===== config.mk =====
export PLATFORM = sky130hd
export DESIGN_NAME = popcount_acc_pipe
export DESIGN_NICKNAME = d
export VERILOG_FILES = /design/src/rtl/popcount_acc_pipe.sv
export SDC_FILE = /design/constraint.sdc
export NUM_CORES = 1
export LEC_CHECK = 0
export ABC_AREA = 1
export CAP_MARGIN = 20
export CORE_AREA = 8 8 117 146
export CTS_CLUSTER_SIZE = 12
export DETAILED_ROUTE_END_ITERATION = 8
export DIE_AREA = 0 0 125 154
export PLACE_DENSITY = 0.62
export SYNTH_ARGS = -nofsm -noshare
export SYNTH_HDL_FRONTEND = slang
export SYNTH_SLANG_ARGS = --single-unit
export TNS_END_PERCENT = 5

===== constraint.sdc =====
create_clock -name clk -period 3.6 [get_ports clk]
set_input_delay 0.9 -clock clk [delete_from_list [all_inputs] [get_ports clk]]
set_output_delay 0.9 -clock clk [all_outputs]
set_load 0.05 [all_outputs]

===== src/rtl/popcount_acc_pipe.sv =====
// popcount_acc_pipe: two-stage pipelined population counter.
// Stage 1 compresses each 7-bit group to a 3-bit count. Stage 2 sums the
// group counts and either emits them per beat (mode 0) or accumulates them
// across a frame (mode 1), saturating at the accumulator's maximum value.
// The whole pipe advances together whenever the output slot is free or
// is being drained.

// 7:3 compressor: three full adders reduce 7 equal-weight bits to a count.
module popcnt7 (
  input  logic [6:0] d,
  output logic [2:0] c
);
  logic s_a, c_a, s_b, c_b, c_c;

  assign s_a  = d[0] ^ d[1] ^ d[2];
  assign c_a  = (d[0] & d[1]) | (d[0] & d[2]) | (d[1] & d[2]);
  assign s_b  = d[3] ^ d[4] ^ d[5];
  assign c_b  = (d[3] & d[4]) | (d[3] & d[5]) | (d[4] & d[5]);
  assign c[0] = s_a ^ s_b ^ d[6];
  assign c_c  = (s_a & s_b) | (s_a & d[6]) | (s_b & d[6]);
  assign c[1] = c_a ^ c_b ^ c_c;
  assign c[2] = (c_a & c_b) | (c_a & c_c) | (c_b & c_c);
endmodule

module popcount_acc_pipe #(
  parameter int IN_W  = 64,
  parameter int ACC_W = 16
) (
  input  logic             clk,
  input  logic             rst,
  input  logic             in_valid,
  output logic             in_ready,
  input  logic [IN_W-1:0]  in_data,
  input  logic             in_last,
  input  logic             mode,
  output logic             out_valid,
  input  logic             out_ready,
  output logic [ACC_W-1:0] out_count,
  output logic             out_sat
);
  localparam int CNT_W = $clog2(IN_W + 1);
  localparam int NG    = (IN_W + 6) / 7;
  localparam int PAD_W = NG * 7;

  if (IN_W < 1) begin : g_chk_in
    $error("IN_W must be at least 1");
  end
  if (ACC_W < CNT_W) begin : g_chk_acc
    $error("ACC_W must be >= clog2(IN_W+1)");
  end

  logic                  adv, accept;
  logic [PAD_W-1:0]      in_pad;
  logic [NG-1:0][2:0]    grp_cnt;

  // frame tracking (input side)
  logic                  frame_first, frame_mode, eff_mode, frame_end;

  // stage 1 registers
  logic                  s1_valid, s1_last, s1_mode, s1_first;
  logic [NG-1:0][2:0]    s1_cnt;

  // stage 2 datapath and state
  logic [CNT_W-1:0]      cnt_sum;
  logic [ACC_W-1:0]      acc, base, result;
  logic [ACC_W:0]        sum;
  logic                  acc_sat, sat_now, produce;

  assign adv      = !out_valid || out_ready;
  assign in_ready = adv;
  assign accept   = in_valid && adv;

  // Upper group is zero-padded so pad bits can never contribute to the count.
  assign in_pad = PAD_W'(in_data);

  for (genvar g = 0; g < NG; g++) begin : g_grp
    popcnt7 u_pc (.d(in_pad[g*7 +: 7]), .c(grp_cnt[g]));
  end

  // mode is only honoured on the first beat; later beats inherit the frame's.
  assign eff_mode  = frame_first ? mode : frame_mode;
  assign frame_end = !eff_mode || in_last;

  // Frame state: remember the frame's mode and whether the next beat opens a frame.
  always_ff @(posedge clk) begin
    if (rst) begin
      frame_first <= 1'b1;
      frame_mode  <= 1'b0;
    end else if (accept) begin
      if (frame_first) frame_mode <= mode;
      frame_first <= frame_end;
    end
  end

  // Stage 1: capture group counts and per-beat frame attributes.
  always_ff @(posedge clk) begin
    if (rst) begin
      s1_valid <= 1'b0;
      s1_last  <= 1'b0;
      s1_mode  <= 1'b0;
      s1_first <= 1'b0;
      s1_cnt   <= '0;
    end else if (adv) begin
      s1_valid <= in_valid;
      s1_last  <= in_last;
      s1_mode  <= eff_mode;
      s1_first <= frame_first;
      s1_cnt   <= grp_cnt;
    end
  end

  // Stage 2 combinational: sum groups, add to running total, clamp on overflow.
  always_comb begin
    cnt_sum = '0;
    for (int g = 0; g < NG; g++) cnt_sum = cnt_sum + CNT_W'(s1_cnt[g]);
    base    = s1_first ? '0 : acc;
    sum     = {1'b0, base} + (ACC_W+1)'(cnt_sum);
    // Once a frame has saturated it stays pinned at the maximum.
    sat_now = (!s1_first && acc_sat) || sum[ACC_W];
    result  = sat_now ? '1 : sum[ACC_W-1:0];
    produce = !s1_mode || s1_last;
  end

  // Stage 2 registers: accumulator on every beat, output only on frame end.
  always_ff @(posedge clk) begin
    if (rst) begin
      acc       <= '0;
      acc_sat   <= 1'b0;
      out_valid <= 1'b0;
      out_count <= '0;
      out_sat   <= 1'b0;
    end else if (adv) begin
      out_valid <= s1_valid && produce;
      out_sat   <= s1_valid && produce && sat_now;
      if (s1_valid) begin
        acc     <= result;
        acc_sat <= sat_now;
        if (produce) out_count <= result;
      end
    end
  end
endmodule


==> out/metrics.yaml <==
cells_and_area:
  drive_above_1_share_pct: 15.8
  final_cell_area_um2: 6640
  largest_register_ffs: 28
  mostFrequentLayoutCell: "inv_1"
  fin_cells: 909
  nNetsFinal: 861
  final_cell_mix: "inv_1 (149), nand2_1 (87), clkdlybuf4s50_1 (87)"
  regMostFlops: "s1_cnt"
  antennaDiodeCount: 0
  reg_top3: "s1_cnt x28, acc x16, out_count x16"
  syn_to_final_growth_pct: 31.1
pwr:
  p_per_area_nw_per_um2: 701
  peakVddDrop_uv: 496
  power_w: 0.00465
  cellLeakagePower_nw: 3.23
timing:
  finalWorstSetupSlack_ns: -0.147
  hold_viol_final: 0
  finalClockSkew_ns: 0.00735
  slew_violations: 0
  relSlewSlack_pct: 47.8
  hold_ws_ns: 0.464
  max_clock_freq_ghz: 0.267
  rsz0062_at_grt: "true"
  min_period_ns: 3.75
  final-setup-viol-count: 34
  period_share_pct: 104
  tightest_slew_ns: 0.782
status:
  status: "complete, but fails checks"
  violations: "setup timing"
floorplan:
  rows: 50
  core_um2: 14800
  die_width_um: 125
  die_y_um: 154
  die_area_um2: 19300
  top_level_ports: 89
  start_util_pct: 34.3
global_routing:
  grt_usage_pct: 12.2
  overflow: 0
  grt_pass1_wl_um: 19500
  antenna_found_initial: 0
  grt_pass1_vias: 4293
  grt_max_degree: 36
critical_path:
  arrival_ns: 3.98
  cp_max_fo: 3
  crit_path_frequent_cell: "inv_1"
  start_kind: "flop"
  cp-end-kind: "flop"
  slowest_delay_ns: 0.54
  critPathKind: "flop to flop"
  crit_path_top_delay_cell: "fa_1"
  critPathRequiredTime_ns: 3.83
  crit_path_cell_trace: "inv_2, fa_1, inv_1, fa_1, fa_1, inv_1, fa_1, inv_1, ha_1, nand2_2, nand2_1, a21oi_2, nand2_2, xor2_1, inv_1, nand2_1, o21ai_1, inv_1"
drt:
  wl_met2_um: 6230
  met3_length_um: 458
  routed.top_layer: "met4"
  dr.pass1.iters: 4
  drt_iter0_drc: 165
  wirelength_met1_um: 4490
  drcViolationCount: 0
  via_count: 4043
  drt_wl_total_um: 11400
  routedWlPerCell_um: 12.5
  ant_nets: 0
  avgViaCountPerCell: 4.45
logic_synthesis:
  synth-edff-count: 0
  syn_inst: 619
  synth.distinct_cells: 36
  yosys.area.top_type: "dfxtp_1"
  yosysSeqAreaShare_pct: 27.3
  synthArstFlopShare_pct: 0
  synth_top_area_share_pct: 27.3
  synthTopCellsByArea: "dfxtp_1 (27%), fa_1 (23%), inv_1 (11%)"
  yosys_most_used_dff: "dfxtp_1"
  netlist_area_um2: 5060
  syn_area_per_cell_um2: 8.18
  yosys_warnings: 0
  ys_ff_latch: 69
  syn-num-nets: 758
clocking:
  clockBufferDepth: 2
  cts_buffers: 9
  clock_latency_ns: 0.34
  path_clk_slew_ns: 0.06
  cts_tree: "yes"
  clock_sinks: 69
  htreeDepth: 3
  clockRootBuffer: "clkbuf_16"
placed_design:
  hpwl_um: 9180
  dpl-instance-area_um2: 6280
  place_congestion: 0.808
  placed_cells: 893
  io_buffers: 88
run:
  drv_cap: 0
worst_hold_path:
  hp-class: "flop to flop"
[critical path: cells and delay by family, from the launching register on]
kind	cells	cell delay, ns
DFF	1	0.32
and+or+nand+nor	4	0.31
buffers and inverters	6	0.29
adders and majority gates	5	2.25
AOI/OAI and AO/OA	2	0.29
xor gates and xnor gates	1	0.17
[layout make-up]
| cell class | count | area [um^2] |
|---|---|---|
| Tap cell | 182 | 228 |
| Multi-Input combinational cell | 374 | 3050 |
| Fill cell | 1504 | 8130 |
| Sequential cell | 69 | 1380 |
| Inverter | 154 | 586 |
| Timing Repair Buffer | 114 | 1090 |
| Clock inverter | 7 | 73.8 |
| Clock buffer | 9 | 225 |
[layer usage]
metal | vias up | track usage (%)
met5 | - | 0
met4 | 0 | 4.36
met3 | 13 | 2.91
met2 | 69 | 23.4
met1 | 1893 | 12.7
li1 | 2068 | -
[worst paths after layout]
kind | startpoint | to | slack (ns) | cells past startpoint
worst max register to register | s1_cnt[1]$_SDFFE_PP0N_ | acc[5]$_SDFFE_PP0P_ | -0.15 | 18
worst max-delay path | s1_cnt[1]$_SDFFE_PP0N_ | acc[5]$_SDFFE_PP0P_ | -0.15 | 18
worst min register to register | s1_mode$_SDFFE_PP0N_ | s1_mode$_SDFFE_PP0N_ | 0.46 | 2
worst min-delay path | s1_mode$_SDFFE_PP0N_ | s1_mode$_SDFFE_PP0N_ | 0.46 | 2
[metrics by stage]
step                util (%)  setup TNS [ns]  setup slack, ns
global route            45.0           -9.08           -0.316
CTS                     44.8           -4.09           -0.159
detailed placement      42.5           -4.74           -0.203
finish                  45.0           -3.42           -0.147
global placement        42.5           -3.33           -0.151
floorplan                  -         -0.0894          -0.0146
[cells by family after synthesis]
group	Yosys count	share of synthesized area, %
AOI/OAI and AO/OA	114	13.2
xor gates and xnor gates	6	1.04
adders and majority gates	69	25.8
buffers and inverters	176	14.5
DFF	69	27.3
muxes	1	0.222
and+or+nand+nor	184	18.0
[report_power, final]
group	internal, W	total (W)	switching [W]
clock	0.000539	0.000902	0.000364
sequential	0.000873	0.000933	0.0000603
combinational	0.00122	0.00282	0.00159
[cells in the mapped netlist, types with 2 or more instances]
master and count:
buf_1 2, nand4_1 8, buf_2 2, clkbuf_1 12, clkbuf_8 2, nor2_1 40
o21ai_1 2, nand3_4 2, o21ai_2 4, nand3_1 11, o21ai_0 46, buf_12 2
nor3_1 2, ha_1 10, dfxtp_1 69, o21bai_1 3, nand3b_1 3, a21oi_2 15
inv_1 153, nor2_4 10, nand2_4 6, fa_1 59, a21oi_1 40, nand2_1 98
nand2_2 2, xor2_1 5, o21a_1 2
[what timing repair did]
| action | CTS | global route |
|---|---|---|
| endpoints found under the setup margin | 34 | 34 |
| setup buffers | 0 | 0 |
| hold buffers | 0 | 0 |
| resized for setup | 12 | 9 |
| pin swaps | 2 | 6 |
Power figures use the tool's default switching activity.
